--- src/rtl/adc_idelay_cal_if.sv ---
// Signal bundle of the IODELAY calibration controller: host start/status,
// captured ADC I/Q words and the IODELAY tap control pulses.
interface adc_idelay_cal_if #(
  parameter int NUM_TAPS = 32
);
  localparam int TAP_W = (NUM_TAPS > 1) ? $clog2(NUM_TAPS) : 1;
  localparam int LEN_W = TAP_W + 1;

  logic             start;
  logic [15:0]      adc_i;
  logic [15:0]      adc_q;
  logic             dly_rst;
  logic             dly_ce;
  logic             dly_inc;
  logic             busy;
  logic             done;
  logic             fail;
  logic [TAP_W-1:0] tap_value;
  logic [TAP_W-1:0] win_start;
  logic [LEN_W-1:0] win_len;

  modport master (
    output start, adc_i, adc_q,
    input  dly_rst, dly_ce, dly_inc, busy, done, fail, tap_value, win_start, win_len
  );

  modport slave (
    input  start, adc_i, adc_q,
    output dly_rst, dly_ce, dly_inc, busy, done, fail, tap_value, win_start, win_len
  );
endinterface

--- src/rtl/adc_idelay_cal.sv ---
// Sweeps the shared ADC-data IODELAY tap against a fixed test pattern, finds the
// widest contiguous passing window and parks the delay at its centre.
module adc_idelay_cal #(
  parameter int          NUM_TAPS      = 32,
  parameter int          SETTLE_CYCLES = 16,
  parameter int          SAMPLE_COUNT  = 256,
  parameter int          MIN_WINDOW    = 4,
  parameter logic [15:0] PAT_I         = 16'h1555,
  parameter logic [15:0] PAT_Q         = 16'h2AAA
) (
  input  logic              clk,
  input  logic              rst,
  adc_idelay_cal_if.slave   bus
);

  localparam int TAP_W   = (NUM_TAPS > 1) ? $clog2(NUM_TAPS) : 1;
  localparam int LEN_W   = TAP_W + 1;
  localparam int CNT_MAX = (SETTLE_CYCLES > SAMPLE_COUNT) ? SETTLE_CYCLES : SAMPLE_COUNT;
  localparam int CNT_W   = $clog2(CNT_MAX + 1);

  localparam logic [TAP_W-1:0] LAST_TAP    = TAP_W'(NUM_TAPS - 1);
  localparam logic [TAP_W-1:0] TAP_ONE     = TAP_W'(1);
  localparam logic [LEN_W-1:0] LEN_ONE     = LEN_W'(1);
  localparam logic [LEN_W-1:0] MIN_LEN     = LEN_W'(MIN_WINDOW);
  localparam logic [CNT_W-1:0] CNT_ONE     = CNT_W'(1);
  localparam logic [CNT_W-1:0] SETTLE_LAST = CNT_W'(SETTLE_CYCLES - 1);
  localparam logic [CNT_W-1:0] SAMPLE_LAST = CNT_W'(SAMPLE_COUNT - 1);

  typedef enum logic [3:0] {
    IDLE, DRST, SETTLE, CHECK, STEP, EVAL, CRST, MOVE, DONE, FAIL
  } state_t;

  state_t           state_q, state_d;
  logic [CNT_W-1:0] cnt_q, cnt_d;
  logic             err_q, err_d;
  logic [TAP_W-1:0] tap_q, tap_d;
  logic [LEN_W-1:0] cur_len_q, cur_len_d;
  logic [TAP_W-1:0] cur_start_q, cur_start_d;
  logic [LEN_W-1:0] best_len_q, best_len_d;
  logic [TAP_W-1:0] best_start_q, best_start_d;
  logic [TAP_W-1:0] target_q, target_d;
  logic             win_ok_q, win_ok_d;
  logic [TAP_W-1:0] win_start_q, win_start_d;
  logic [LEN_W-1:0] win_len_q, win_len_d;
  logic             done_q, done_d;
  logic             fail_q, fail_d;

  logic             sample_ok;
  logic             tap_pass;
  logic [LEN_W-1:0] cur_len_inc;
  logic             dly_rst_o;
  logic             dly_ce_o;
  logic             busy_o;

  assign sample_ok   = (bus.adc_i == PAT_I) && (bus.adc_q == PAT_Q);
  assign tap_pass    = ~err_q & sample_ok;
  assign cur_len_inc = cur_len_q + LEN_ONE;

  always_ff @(posedge clk) begin
    if (!rst) begin
      state_q <= IDLE;
    end else begin
      state_q <= state_d;
    end
  end

  always_comb begin
    state_d = state_q;
    unique case (state_q)
      IDLE:    if (bus.start) state_d = DRST;
      DRST:    state_d = SETTLE;
      SETTLE:  if (cnt_q == SETTLE_LAST) state_d = CHECK;
      CHECK:   if (cnt_q == SAMPLE_LAST) state_d = (tap_q == LAST_TAP) ? EVAL : STEP;
      STEP:    state_d = SETTLE;
      EVAL:    state_d = CRST;
      CRST: begin
        if (target_q != '0) state_d = MOVE;
        else                state_d = win_ok_q ? DONE : FAIL;
      end
      // Odd count is the gap cycle after a pulse; tap already reflects that pulse.
      MOVE:    if (cnt_q[0] && (tap_q == target_q)) state_d = DONE;
      DONE:    state_d = IDLE;
      FAIL:    state_d = IDLE;
      default: state_d = IDLE;
    endcase
  end

  always_comb begin
    dly_rst_o = 1'b0;
    dly_ce_o  = 1'b0;
    busy_o    = 1'b1;
    unique case (state_q)
      IDLE, DONE, FAIL: busy_o    = 1'b0;
      DRST, CRST:       dly_rst_o = 1'b1;
      STEP:             dly_ce_o  = 1'b1;
      MOVE:             dly_ce_o  = ~cnt_q[0];
      default:          ;
    endcase
  end

  always_comb begin
    cnt_d        = cnt_q;
    err_d        = err_q;
    tap_d        = tap_q;
    cur_len_d    = cur_len_q;
    cur_start_d  = cur_start_q;
    best_len_d   = best_len_q;
    best_start_d = best_start_q;
    target_d     = target_q;
    win_ok_d     = win_ok_q;
    win_start_d  = win_start_q;
    win_len_d    = win_len_q;
    done_d       = done_q;
    fail_d       = fail_q;
    unique case (state_q)
      IDLE: begin
        if (bus.start) begin
          done_d       = 1'b0;
          fail_d       = 1'b0;
          win_start_d  = '0;
          win_len_d    = '0;
          cur_len_d    = '0;
          cur_start_d  = '0;
          best_len_d   = '0;
          best_start_d = '0;
          target_d     = '0;
          win_ok_d     = 1'b0;
        end
      end
      DRST, CRST: begin
        tap_d = '0;
        cnt_d = '0;
      end
      SETTLE: begin
        if (cnt_q == SETTLE_LAST) begin
          cnt_d = '0;
          err_d = 1'b0;
        end else begin
          cnt_d = cnt_q + CNT_ONE;
        end
      end
      CHECK: begin
        err_d = err_q | ~sample_ok;
        cnt_d = cnt_q + CNT_ONE;
        if (cnt_q == SAMPLE_LAST) begin
          cnt_d = '0;
          // Strict compare keeps the earliest of equally wide windows.
          if (tap_pass) begin
            cur_len_d = cur_len_inc;
            if (cur_len_inc > best_len_q) begin
              best_len_d   = cur_len_inc;
              best_start_d = cur_start_q;
            end
          end else begin
            cur_len_d   = '0;
            cur_start_d = tap_q + TAP_ONE;
          end
        end
      end
      STEP: tap_d = tap_q + TAP_ONE;
      EVAL: begin
        win_start_d = best_start_q;
        win_len_d   = best_len_q;
        win_ok_d    = (best_len_q >= MIN_LEN);
        target_d    = (best_len_q >= MIN_LEN) ?
                      best_start_q + TAP_W'((best_len_q - LEN_ONE) >> 1) : '0;
      end
      MOVE: begin
        cnt_d = cnt_q ^ CNT_ONE;
        if (!cnt_q[0]) tap_d = tap_q + TAP_ONE;
      end
      FAIL:    tap_d = '0;
      default: ;
    endcase
    if (state_d == DONE) done_d = 1'b1;
    if (state_d == FAIL) fail_d = 1'b1;
  end

  always_ff @(posedge clk) begin
    if (!rst) begin
      cnt_q        <= '0;
      err_q        <= 1'b0;
      tap_q        <= '0;
      cur_len_q    <= '0;
      cur_start_q  <= '0;
      best_len_q   <= '0;
      best_start_q <= '0;
      target_q     <= '0;
      win_ok_q     <= 1'b0;
      win_start_q  <= '0;
      win_len_q    <= '0;
      done_q       <= 1'b0;
      fail_q       <= 1'b0;
    end else begin
      cnt_q        <= cnt_d;
      err_q        <= err_d;
      tap_q        <= tap_d;
      cur_len_q    <= cur_len_d;
      cur_start_q  <= cur_start_d;
      best_len_q   <= best_len_d;
      best_start_q <= best_start_d;
      target_q     <= target_d;
      win_ok_q     <= win_ok_d;
      win_start_q  <= win_start_d;
      win_len_q    <= win_len_d;
      done_q       <= done_d;
      fail_q       <= fail_d;
    end
  end

  assign bus.dly_rst   = dly_rst_o;
  assign bus.dly_ce    = dly_ce_o;
  assign bus.dly_inc   = dly_ce_o;
  assign bus.busy      = busy_o;
  assign bus.done      = done_q;
  assign bus.fail      = fail_q;
  assign bus.tap_value = tap_q;
  assign bus.win_start = win_start_q;
  assign bus.win_len   = win_len_q;

endmodule

--- src/flat_wrapper.sv ---
// flat-port wrapper written by rule: the top's interface ports become plain ports
module adc_idelay_cal_flat 
#(
  parameter int          NUM_TAPS      = 32,
  parameter int          SETTLE_CYCLES = 16,
  parameter int          SAMPLE_COUNT  = 256,
  parameter int          MIN_WINDOW    = 4,
  parameter logic [15:0] PAT_I         = 16'h1555,
  parameter logic [15:0] PAT_Q         = 16'h2AAA
)
  (clk, rst, bus_start, bus_adc_i, bus_adc_q, bus_dly_rst, bus_dly_ce, bus_dly_inc, bus_busy, bus_done, bus_fail, bus_tap_value, bus_win_start, bus_win_len);
  adc_idelay_cal_if #(.NUM_TAPS(NUM_TAPS)) bus_i ();
  input  logic clk;
  input  logic rst;
  input wire logic [$bits(bus_i.start)-1:0] bus_start;
  input wire logic [$bits(bus_i.adc_i)-1:0] bus_adc_i;
  input wire logic [$bits(bus_i.adc_q)-1:0] bus_adc_q;
  output wire logic [$bits(bus_i.dly_rst)-1:0] bus_dly_rst;
  output wire logic [$bits(bus_i.dly_ce)-1:0] bus_dly_ce;
  output wire logic [$bits(bus_i.dly_inc)-1:0] bus_dly_inc;
  output wire logic [$bits(bus_i.busy)-1:0] bus_busy;
  output wire logic [$bits(bus_i.done)-1:0] bus_done;
  output wire logic [$bits(bus_i.fail)-1:0] bus_fail;
  output wire logic [$bits(bus_i.tap_value)-1:0] bus_tap_value;
  output wire logic [$bits(bus_i.win_start)-1:0] bus_win_start;
  output wire logic [$bits(bus_i.win_len)-1:0] bus_win_len;
  assign bus_i.start = bus_start;
  assign bus_i.adc_i = bus_adc_i;
  assign bus_i.adc_q = bus_adc_q;
  assign bus_dly_rst = bus_i.dly_rst;
  assign bus_dly_ce = bus_i.dly_ce;
  assign bus_dly_inc = bus_i.dly_inc;
  assign bus_busy = bus_i.busy;
  assign bus_done = bus_i.done;
  assign bus_fail = bus_i.fail;
  assign bus_tap_value = bus_i.tap_value;
  assign bus_win_start = bus_i.win_start;
  assign bus_win_len = bus_i.win_len;
  adc_idelay_cal #(.NUM_TAPS(NUM_TAPS), .SETTLE_CYCLES(SETTLE_CYCLES), .SAMPLE_COUNT(SAMPLE_COUNT), .MIN_WINDOW(MIN_WINDOW), .PAT_I(PAT_I), .PAT_Q(PAT_Q)) u_core (.clk(clk), .rst(rst), .bus(bus_i));
endmodule
--- config.mk ---
export PLATFORM = sky130hd
export DESIGN_NAME = adc_idelay_cal_flat
export DESIGN_NICKNAME = d
export VERILOG_FILES = /design/src/rtl/adc_idelay_cal_if.sv /design/src/rtl/adc_idelay_cal.sv /design/src/flat_wrapper.sv
export SDC_FILE = /design/constraint.sdc
export NUM_CORES = 1
export LEC_CHECK = 0
export CORE_AREA = 5 5 86 88
export DETAILED_ROUTE_END_ITERATION = 8
export DIE_AREA = 0 0 91 93
export GPL_TIMING_DRIVEN = 0
export PLACE_DENSITY = 0.87
export SETUP_SLACK_MARGIN = 0.05
export SLEW_MARGIN = 20
export SYNTH_ARGS = -nofsm -noshare
export SYNTH_HDL_FRONTEND = slang
export SYNTH_SLANG_ARGS = --single-unit
export TNS_END_PERCENT = 5
--- constraint.sdc ---
create_clock -name clk -period 2.6 [get_ports clk]
set_input_delay 0.52 -clock clk [delete_from_list [all_inputs] [get_ports clk]]
set_output_delay 0.52 -clock clk [all_outputs]
set_load 0.01 [all_outputs]
==> flow_metrics.tcl <==
set metrics [dict create \
    shortest_period_the_worst_path_allows_ns 2.48 \
    unrepaired_setup_endpoints_after_global_routing "true" \
    drt_first_pass_iters 5 \
    routed_wirelength_um 8970 \
    drtIter0Drc 234 \
    post-synth-top-area-fraction_pct 35.9 \
    timing.critical_path.slowest_cell_delay_ns 0.53 \
    power-per-cell-area_nw_per_um2 473 \
    post-dp-hpwl_um 6300 \
    comb_power_share_pct 9.6 \
    sequence_of_cells_on_the_critical_path "clkbuf_4, and3b_1, o21ai_4, inv_2, buf_4, clkdlybuf4s50_1" \
    relSlewSlack_pct 57.0 \
    cp-end-kind "output pin" \
    post_synthesis_cell_count 367 \
    synth_ff_type "dfxtp_1" \
    via_count 3094 \
    hold-path-cell-count 2 \
    hold_path.startpoint "u_core.cur_start_q[0]" \
    pin_count 57 \
    area_growth_pct 33.4 \
    weighted_congestion_at_the_end_of_routability_driven_global_placement 0.911 \
    layout.core_utilization_pct 68.0 \
    max_freq_mhz 403 \
    worstSkewPairLatency_ns 0.35 \
    cell_internal_pwr_mw 1.61 \
    seqPwrFrac_pct 43.9 \
    worst_setup_hold_path_clk_slew_ns 0.07 \
    port_buffers 56 \
    critical-path-top-delay-family "buffers and inverters" \
    yosys.cell_types.count 59 \
    drive_above_1_share_pct 16.1 \
    tritoncts "done" \
    h_tree_lvl_count 3 \
    critical_path_class "flip-flop to output pin" \
    timing.critical_path.arrival_ns 1.96 \
    place_area_um2 4010 \
    floorplan.die.width_um 91 \
    synth_sequential_area_ratio_pct 35.9 \
    worstPathMaxFanout 10 \
    drc 0 \
    max_cap_viol_count 0 \
    skew_ns 0.00847 \
    num_antenna_cells 0 \
    synth.top_cells.by_area "dfxtp_1 36%, ha_1 6.7%, nor2b_1 5.4%, a22oi_1 4.0%, xnor2_1 3.1%" \
    worst_reg_to_reg_path_cell_count 11 \
    timing.final.crit_share_pct 95.4 \
    drt-wirelength-per-cell_um 17.0 \
    final.setup.tns_ns 0 \
    critical-path-slowest-cell "clkdlybuf4s50_1" \
    worst_pin_slew_ns 0.639 \
    ctsLongestPathBuffers 2 \
    ys_top_cells_by_count "60 x dfxtp_1, 29 x nor2b_1, 24 x inv_1" \
    synth-seq-cells 60 \
    min_to "u_core.best_start_q[0]" \
    fp.dieArea_um2 8460 \
    synth.most_common_cell "dfxtp_1" \
    dieHeight_um 93 \
    grt_max_degree 12 \
    regToRegSetupSlack_ns 0.14 \
    timing.critical_path.from_type "flip-flop" \
    grt_pass1_vias 2908 \
    logic_depth_of_the_worst_path_buffers_included 6 \
    synth_edf_count 0 \
    clockPowerShare_pct 46.5 \
    worst_ir_drop_vdd_mv 0.312 \
    synth.cell_area_um2 3350 \
    postLayoutCellArea_um2 4470 \
    cts_num_sinks 60 \
    grt_first_pass_wirelength_um 14100 \
    p_sw_mw 0.499 \
    cts_root_buffer "clkbuf_8" \
    status "completed" \
    floorplan.core_area_um2 6570 \
    critical_path.reg2reg.startpoint "u_core.cnt_q[0]" \
    switching_share_pct 23.6 \
    grtUsageTotal_pct 20.5 \
    finalMaxSlewViolations 0 \
    grt_remaining_overflow 0 \
    timing.critical_path.buf_inv 4 \
    layout.nets 497 \
    yosysWarningCount 0 \
    floorplan.rows 30 \
    cts_hold_repair.buffers 0 \
    hold_viol_final 0 \
    reg2reg_to "u_core.best_len_q[0]" \
    yosys.area.top_type "dfxtp_1" \
    effective_utilization_at_floorplan_pct 51.0 \
    routed_via_density 5.86 \
    worst-endpoint-required_ns 2.08 \
    leakage_nw 1.72 \
    grt_antenna_before_repair 0 \
    async_set_or_reset_register_ratio_after_synthesis_pct 0 \
    detail-route-antenna-nets 0 \
    nets_in_the_synthesized_netlist 421 \
    cts_made_buffers 9 \
    avgSynthCellArea_um2 9.13 \
    worstHoldPathType "flip-flop to flip-flop" \
    setup-violations-final 0 \
]
metal layers:
| layer | vias to the layer above | GRT usage, % | routed length (µm) |
|---|---|---|---|
| li1 | 1492 | - | - |
| met1 | 1470 | 25.1 | 3810 |
| met2 | 111 | 34.3 | 4390 |
| met3 | 21 | 4.83 | 603 |
| met4 | 0 | 8.68 | 163 |
| met5 | - | 0 | 0 |
state kept, by name, summed over array words and instances (netlist names):
name / flops
u_core.target_q: 5
u_core.state_q: 4
u_core.cnt_q: 9
u_core.bus.fail: 1
u_core.win_ok_q: 1
u_core.bus.win_start: 5
u_core.best_start_q: 5
u_core.bus.win_len: 6
u_core.cur_start_q: 5
u_core.cur_len_q: 6
u_core.bus.done: 1
u_core.err_q: 1
u_core.bus.tap_value: 5
u_core.best_len_q: 6
cells in the final DEF (no fill, tap or decap), types with 12 or more instances in the layout:
master,synthesis,routed
dfxtp_1,60,53
a22oi_1,18,18
nor2b_1,29,28
inv_1,24,23
clkdlybuf4s50_1,0,55
a21oi_1,14,12
nand3_1,14,12
nor2_1,16,16
nand2_1,15,15
ha_1,18,14
logic make-up (layout without fill, tap and decap cells):
family                   after synthesis  in the layout  synth area share, %
buffers and inverters                 42            123                 5.64
adder cells (fa/ha/maj)               19             19                 7.32
flip-flops                            60             60                 35.9
AO/OA/AOI/OAI                         98             98                 22.0
XOR/XNOR                              19             19                 4.97
AND/OR/NAND/NOR                      129            129                 24.2
worst min-delay path, delay by kind of cell, from the launching register on:
kind	cells	cell delay, ns
DFF	1	0.31
AOI/OAI and AO/OA	1	0.06
and+or+nand+nor	1	0.07
cell type report:
class / count / area (µm²)
clock inverters: 5 / 83.8
flip-flops and latches: 60 / 1220
multi-input cells: 265 / 2090
fillers: 480 / 2100
clock buffers: 11 / 151
well taps: 80 / 100
plain buffers: 18 / 108
repair buffers: 65 / 624
inverters: 24 / 90.1
power groups by stage:
stage          Sequential, mW  Clock [mW]  Combinational, mW
2_1_floorplan           0.948           0              0.105
3_3_place_gp            0.950           0              0.189
3_5_place_dp            0.950           0              0.194
4_1_cts                 0.928       0.993              0.195
5_1_grt                 0.927        1.04              0.219
6_report                0.927       0.983              0.204
repair_timing:
item,4_1_cts,5_1_grt
buffers inserted,3,5
pin swaps,3,5
cloned,0,1
endpoints found under the setup margin,32,22
hold endpoints to repair,0,0
gates resized for setup,19,23
stage by stage:
step                      hold WS, ns  instances  power (mW)  setup WS, ns
after floorplan                 0.437        367        1.05         0.197
after global placement          0.452        503        1.14        -0.188
after detailed placement        0.456        503        1.14        -0.227
after CTS                       0.469        522        2.12        0.0180
after global routing            0.492        528        2.18        0.0137
final                           0.478        528        2.11         0.120
worst max-delay path by stage:
stage | from | end | slack, ns
after floorplan | u_core.cur_len_q[0] | u_core.best_len_q[0] | 0.20
after detailed placement | u_core.cnt_q[0] | u_core.best_len_q[0] | -0.23
after global placement | u_core.cnt_q[0] | u_core.best_len_q[5] | -0.19
final | u_core.state_q[0] | bus_dly_inc | 0.12
after global routing | u_core.state_q[1] | bus_dly_inc | 0.01
after CTS | u_core.cnt_q[0] | u_core.best_len_q[0] | 0.02
Note: power is estimated with default switching activity, not from simulation.
